## src/rtl/bennett_phase_clock.sv

```systemverilog
// rtl/bennett_phase_clock.sv - Bennett-clocking cumulative phase generator
module bennett_phase_clock #(
    parameter int PHASES = 10,
    parameter int HOLD   = 0
) (
    input  logic              clk,
    input  logic              reset,
    output logic [PHASES-1:0] clkp,
    output logic              Mclk,
    output logic              instFlag
);

    // One Bennett cycle: IDLE, PHASES forward steps, HOLD dwell steps, PHASES reverse steps
    localparam int L  = 2 * PHASES + HOLD + 1;
    localparam int CW = $clog2(L);

    localparam logic [CW-1:0] C_LAST      = CW'(L - 1);
    localparam logic [CW-1:0] C_FWD_END   = CW'(PHASES);
    localparam logic [CW-1:0] C_DWELL_END = CW'(PHASES + HOLD);
    // In REV the number of asserted phases is C_REV_BASE - c
    localparam logic [CW-1:0] C_REV_BASE  = CW'(2 * PHASES + HOLD);

    logic [CW-1:0]     c_q, c_d;
    logic [CW-1:0]     ones;
    logic [PHASES-1:0] clkp_q, clkp_d;
    logic              mclk_q, mclk_d;
    logic              inst_q, inst_d;

    // Next step count: free-running modulo-L counter
    always_comb begin
        c_d = c_q + 1'b1;
        if (c_q == C_LAST) begin
            c_d = '0;
        end
    end

    // Decode the next count so the registered outputs line up with c in the same cycle
    always_comb begin
        ones = '0;
        if (c_d <= C_FWD_END) begin
            ones = c_d;
        end else if (c_d <= C_DWELL_END) begin
            ones = C_FWD_END;
        end else begin
            ones = C_REV_BASE - c_d;
        end
        clkp_d = '0;
        for (int i = 0; i < PHASES; i++) begin
            clkp_d[i] = (CW'(i) < ones);
        end
        mclk_d = (c_d > C_FWD_END);
        inst_d = (c_d == '0);
    end

    // State and output registers; reset aborts straight to IDLE with no retract
    always_ff @(posedge clk) begin
        if (reset) begin
            c_q    <= '0;
            clkp_q <= '0;
            mclk_q <= 1'b0;
            inst_q <= 1'b1;
        end else begin
            c_q    <= c_d;
            clkp_q <= clkp_d;
            mclk_q <= mclk_d;
            inst_q <= inst_d;
        end
    end

    assign clkp     = clkp_q;
    assign Mclk     = mclk_q;
    assign instFlag = inst_q;

endmodule

```

## config.mk

```make
export PLATFORM = sky130hd
export DESIGN_NAME = bennett_phase_clock
export DESIGN_NICKNAME = d
export VERILOG_FILES = /design/src/rtl/bennett_phase_clock.sv
export SDC_FILE = /design/constraint.sdc
export NUM_CORES = 1
export LEC_CHECK = 0
export CORE_UTILIZATION = 50
export CTS_CLUSTER_SIZE = 24
export DETAILED_ROUTE_END_ITERATION = 8
export PLACE_DENSITY = 0.75
export SLEW_MARGIN = 5
export SYNTH_ARGS = -nofsm -noshare
export SYNTH_HDL_FRONTEND = slang
export SYNTH_SLANG_ARGS = --single-unit
```

## constraint.sdc

```tcl
create_clock -name clk -period 3.6 [get_ports clk]
set_input_delay 1.08 -clock clk [delete_from_list [all_inputs] [get_ports clk]]
set_output_delay 1.08 -clock clk [all_outputs]
set_load 0.01 [all_outputs]
```

==> impl_metrics.ini <==
[detailed_routing]
dr.first_iter.drc_count = 20
drt-pass1-iter-count = 4
drcViolationCount = 0
drt_wl_total_um = 1760
vias = 714
postRouteAntennaNets = 0
routedWlPerCell_um = 13.5
viasPerCell = 5.45

[sta]
setup-tns-final_ns = 0
hold_viol_final = 0
maxSlewHeadroom = 0.623
worst_pin_slew_ns = 0.564
drv_slew = 0
post-route-period-util = 0.666
finalSetupViolations = 0
setup_slack_ns = 1.20
fmax_mhz = 417
post-route-min-period_ns = 2.40
fin_skew_ns = 0.00541
rsz0062_at_grt = false

[power]
vdd_ir_drop_max_v = 0.000240
power.density_nw_per_um2 = 371
leakagePower_nw = 0.423

[clock_network]
cts_sinks = 17
cts.htree.levels = 1
clk_pin_slew_ns = 0.09
cts_root_buf = clkbuf_4
holdBufCountCts = 0
cts_setup_buffers = 0
clk_latency_ns = 0.29
cts_inserted_buffers = 3
clockBufferDepth = 2
tritoncts = built
cts-resized-gates = 0

[logic_synthesis]
netlist_instances = 93
ys.flop_type = dfxtp_1
synth.area.top_cells = dfxtp_1, ha_1, nor2_1
synth_area_leader_cell = dfxtp_1
synthDistinctLibCells = 40
synth_top_area_share = 0.374
yosysSeqAreaShare = 0.374
muxShareOfSynthArea = 0.0247
synth-xor-area-share = 0.0563
syn_nets = 99
yosys.area_share.simple = 0.184
syn-cell-area_sq_um = 911
synth_compound_area_frac = 0.255
synth-adder-area-share = 0.0549
ys_seq_elements = 17
async_flop_share = 0
synth-edff-count = 0
synth.avg_cell_area_sq_um = 9.79
yosysWarnings = 0
synth_top_family_by_area = compound AO/OA/AOI/OAI gates

[worst_setup_path]
worst-setup-path-type = register to register
start_kind = register
cpMaxStageDelayCell = dfxtp_1
path_cells = inv_1, ha_1, and3b_1, nand2_1, nand2_1, ha_1, o21ai_0, o22ai_2, xnor2_2, nor2_2, a311oi_2
max_stage_delay_ns = 0.42
arrival_ns = 2.61
worstPathRequired_ns = 3.81
rrSetupSlack_ns = 1.20
worst_setup_path_end_kind = register
cp_max_fo = 6

[global_routing]
grt.total_usage = 0.207
grt_pass1_wl_um = 2930
grt.overflow.total = 0
grt_start_max_net_pins = 16
grt_pass1_vias = 653
antenna_found_initial = 0

[finish]
layout-drive-gt1-share = 0.142
area_growth_pct = 17.6
fin_nets = 113
diodes = 0
postLayoutCellArea_sq_um = 1070
layout.cells.non_filler = 131
fin_util = 0.627
nFillCells = 153

[job]
cap_viol_max_count = 0

[die]
dieArea_sq_um = 2000
die_x_um = 44.7
io_pins = 14
core_sq_um = 1710
dieHeight_um = 44.7
rows = 15
initial_utilization = 0.533

[placement]
dpl.hpwl_um = 1300
port_buffers = 13
gp_congestion = 0.822
placed_cells = 127
place_ws_ns = 1.08
dpl_cell_area_sq_um = 1040

[outcome]
status = completed

[min_path]
holdCritPathClass = register to register
-- registers in the layout, indices dropped and copies added (netlist names) --
name,cells
Mclk,1
c_q,5
clkp,10
instFlag,1
-- area by class of cell --
cell class / instances / area (sq um) / share of cell area
multi-input cells: 67 / 524 / 0.489
flip-flops and latches: 17 / 340 / 0.318
repair buffers: 13 / 130 / 0.121
well taps: 25 / 31.3 / 0.0292
clock buffers: 4 / 26.3 / 0.0245
inverters: 5 / 18.8 / 0.0175
-- metal layers --
layer	part of all wire	GRT usage
met1	0.48	0.273
met2	0.46	0.312
met3	0.038	0.0612
met4	0.023	0.0909
met5	0	0
-- per-stage QoR --
| stage | power (mW) | hold slack [ns] |
|---|---|---|
| final | 0.397 | 0.763 |
| after global routing | 0.418 | 0.820 |
| after global placement | 0.299 | 0.726 |
| after detailed placement | 0.301 | 0.731 |
| after CTS | 0.400 | 0.760 |
| after floorplan | 0.274 | 0.645 |
-- final timing paths --
kind          start  endpoint  depth (start not counted)
min          c_q[4]   clkp[7]                          2
max          c_q[0]   clkp[4]                         11
min reg2reg  c_q[4]   clkp[7]                          2
max reg2reg  c_q[0]   clkp[4]                         11
-- power breakdown --
part	total, mW	switching (mW)	internal, mW
clock network	0.0992	0.0561	0.0431
registers	0.205	0.00633	0.199
logic	0.0931	0.0521	0.0410
-- layout by cell type (no fill, tap or decap), types with 2 or more instances in the layout --
| master | netlist | final |
|---|---|---|
| inv_1 | 5 | 5 |
| nand2_1 | 4 | 4 |
| nor2b_1 | 2 | 2 |
| and3b_1 | 2 | 2 |
| clkdlybuf4s50_1 | 0 | 13 |
| nand2b_1 | 3 | 3 |
| nor2_1 | 12 | 12 |
| and2_1 | 2 | 2 |
| o21ai_0 | 3 | 3 |
| a21oi_1 | 5 | 5 |
| xor2_1 | 3 | 3 |
| ha_1 | 4 | 4 |
| dfxtp_1 | 17 | 17 |
| o21a_1 | 3 | 3 |
| clkbuf_4 | 0 | 3 |
| a31o_1 | 2 | 2 |
-- synth_stat cells (2+ instances only) --
master	instances
ha_1	4
and2_1	2
dfxtp_1	17
xor2_1	3
nor2b_1	2
a21oi_1	5
a31o_1	2
nor2_1	12
nand2b_1	3
and3b_1	2
nand2_1	4
o21a_1	3
o21ai_0	3
inv_1	5
-- cells by family (layout without fill, tap and decap cells) --
logic type	Yosys count	in the layout
buf+inv	9	22
flops	17	17
compound gates	26	26
mux	1	1
xor+xnor	5	5
fa+ha+maj	4	4
simple gates	31	31
-- critical path: cells and delay by family (launching register included) --
family          cells  cell delay, ns
xor+xnor            1            0.23
buf+inv             1            0.10
fa+ha+maj           2            0.56
simple gates        4            0.49
compound gates      3            0.49
flops               1            0.42
Note: power is estimated with default switching activity, not from simulation.
==> RTL change: new RTL, same flow settings <==
`c_q` no longer has a reset.
--- a/src/rtl/bennett_phase_clock.sv
+++ b/src/rtl/bennett_phase_clock.sv
@@ -56,14 +56,16 @@
     always_ff @(posedge clk) begin
         if (reset) begin
-            c_q    <= '0;
             clkp_q <= '0;
             mclk_q <= 1'b0;
             inst_q <= 1'b1;
         end else begin
-            c_q    <= c_d;
             clkp_q <= clkp_d;
             mclk_q <= mclk_d;
             inst_q <= inst_d;
         end
+    end
+
+    always_ff @(posedge clk) begin
+        c_q <= c_d;
     end
 
Formal check against the unedited RTL: not equivalent (Yosys sat finds a counterexample within 4 cycles, from zero or initial values and one cycle with reset high).
==> RTL change against the unedited design <==
- the flow now finishes with violations (design-rule violations)
- final area is 5.6% lower
- routed wire length decreased by 16%
- sequential cell count unchanged
- core utilization is 2.1 points higher
- clock skew shrank 0.0045 ns
- fmax rose by 5.2%
- worst hold slack lost 0.093 ns
- synthesized area shrank 5.9%
- sequential share of layout area rose by 1.9 points
- setup slack better by 0.12 ns
- critical path depth shrank 1
- critical endpoint is now clkp[2]
Power is not compared: it rests on default switching activity, and its combinational part moved more than twofold at a synthesized area within 25%.
==> RTL change: results (changes against the unedited design) <==
- Result of the run: complete, but fails checks (was finished, final reports clean).
- The final reports fail on design-rule violations.
- The start point of the worst hold path is c_q[0] (was c_q[4]).
- The wire length on met1 was 748 µm (was 849 µm).
- The share of cell area taken by muxes after synthesis is 4.23% (was 2.47%).
- The fraction of final layout cells with drive strength greater than 1 is 17.7% (was 14.2%).
- The total number of nets in the final design came to 103 (was 113).
- The number of iterations in the first detailed-routing pass is 6 (was 4).
- The average vias per placed instance is 5.54 (was 5.45).
- The wire length per cell after detailed routing was 13.2 µm (was 13.5 µm).
- The number of DRC violations after detailed routing is 4 (was 0).
- The post-synthesis sequential area ratio came to 39.7% (was 37.4%).
- The data arrival time at the worst-slack endpoint is 2.44 ns (was 2.61 ns).
- The sink of the worst hold path is c_q[0] (was clkp[7]).
- The uppermost layer routed is met3 (was met4).
- The reg-to-reg setup timing slack is 1.32 ns (was 1.20 ns).
- The length of routed met2 wiring came to 665 µm (was 806 µm).
- Most instantiated cells after synthesis: 17 x sky130_fd_sc_hd__dfxtp_1, 8 x sky130_fd_sc_hd__inv_1 (was 17 x sky130_fd_sc_hd__dfxtp_1, 12 x sky130_fd_sc_hd__nor2_1, 5 x sky130_fd_sc_hd__a21oi_1, 5 x sky130_fd_sc_hd__inv_1).
- The worst-case clock skew is 0.000939 ns (was 0.00541 ns).
- The clock tree root driver cell is sky130_fd_sc_hd__clkbuf_4 (unchanged).
- The fraction of the mapped netlist area in compound gates is 24.1% (was 25.5%).
- The detailed-placement wirelength estimate came to 1110 µm (was 1300 µm).
- The critical path endpoint category was a register (unchanged).
- The number of global-route vias before repair is 579 (was 653).
- The met1 usage in global routing came to 24.5% (was 27.3%).
- The maximum number of pins on one net before global-route repair is 13 (was 16).
- The stage delay of the slowest cell on the critical path is 0.36 ns (was 0.42 ns).
- The remaining antenna violation count was 0 (unchanged).
- The adder-cell share of the synthesized area was 5.84% (was 5.49%).
- The worst flop-to-flop path endpoint is clkp[2] (was clkp[4]).
- The starting DRC count in detailed routing is 14 (was 20).
- The synthesized net count is 88 (was 99).
- The worst slew slack as a fraction of its limit is 73.8% (was 62.3%).
- The routing usage on met3 is 6.67% (was 6.12%).
- Biggest area contributors in the synthesized netlist: sky130_fd_sc_hd__dfxtp_1 40%, sky130_fd_sc_hd__ha_1 5.8%, sky130_fd_sc_hd__inv_1 3.5% (was sky130_fd_sc_hd__dfxtp_1 37%, sky130_fd_sc_hd__ha_1 5.5%, sky130_fd_sc_hd__nor2_1 4.9%).
- The total global routing track utilization is 18.1% (was 20.7%).
- The depth of the worst register-to-register path is 10 (was 11).
- The synthesized-area fraction occupied by xor and xnor cells is 5.99% (was 5.63%).
- The global-route wire length before repair was 2530 µm (was 2930 µm).
- The global placer's final weighted congestion is 0.807 (was 0.822).
-- RTL change: final cells by class --
cell class / instances / area, µm²
clock buffers: 4 / 26.3
fillers: 128 / 548
inverters: 9 / 35.0
multi-input cells: 53 / 459
flip-flops and latches: 17 / 340
well taps: 16 / 20.0
repair buffers: 13 / 130
-- RTL change: per-stage QoR --
| step | hold WS (ns) | area, µm² | setup WS [ns] | instances |
|---|---|---|---|---|
| after floorplan | 0.590 | 857 | 1.64 | 82 |
| after global placement | 0.643 | 985 | 1.29 | 108 |
| after detailed placement | 0.660 | 985 | 1.27 | 108 |
| after CTS | 0.675 | 1010 | 1.32 | 112 |
| after global routing | 0.727 | 1010 | 1.08 | 112 |
| final | 0.671 | 1010 | 1.32 | 112 |
-- RTL change: cells by family after synthesis --
group                      Yosys count
muxes                                2
buffers and inverters               12
AOI/OAI and AO/OA                   23
adders and majority gates            4
xor gates and xnor gates             5
DFF                                 17
and+or+nand+nor                     19
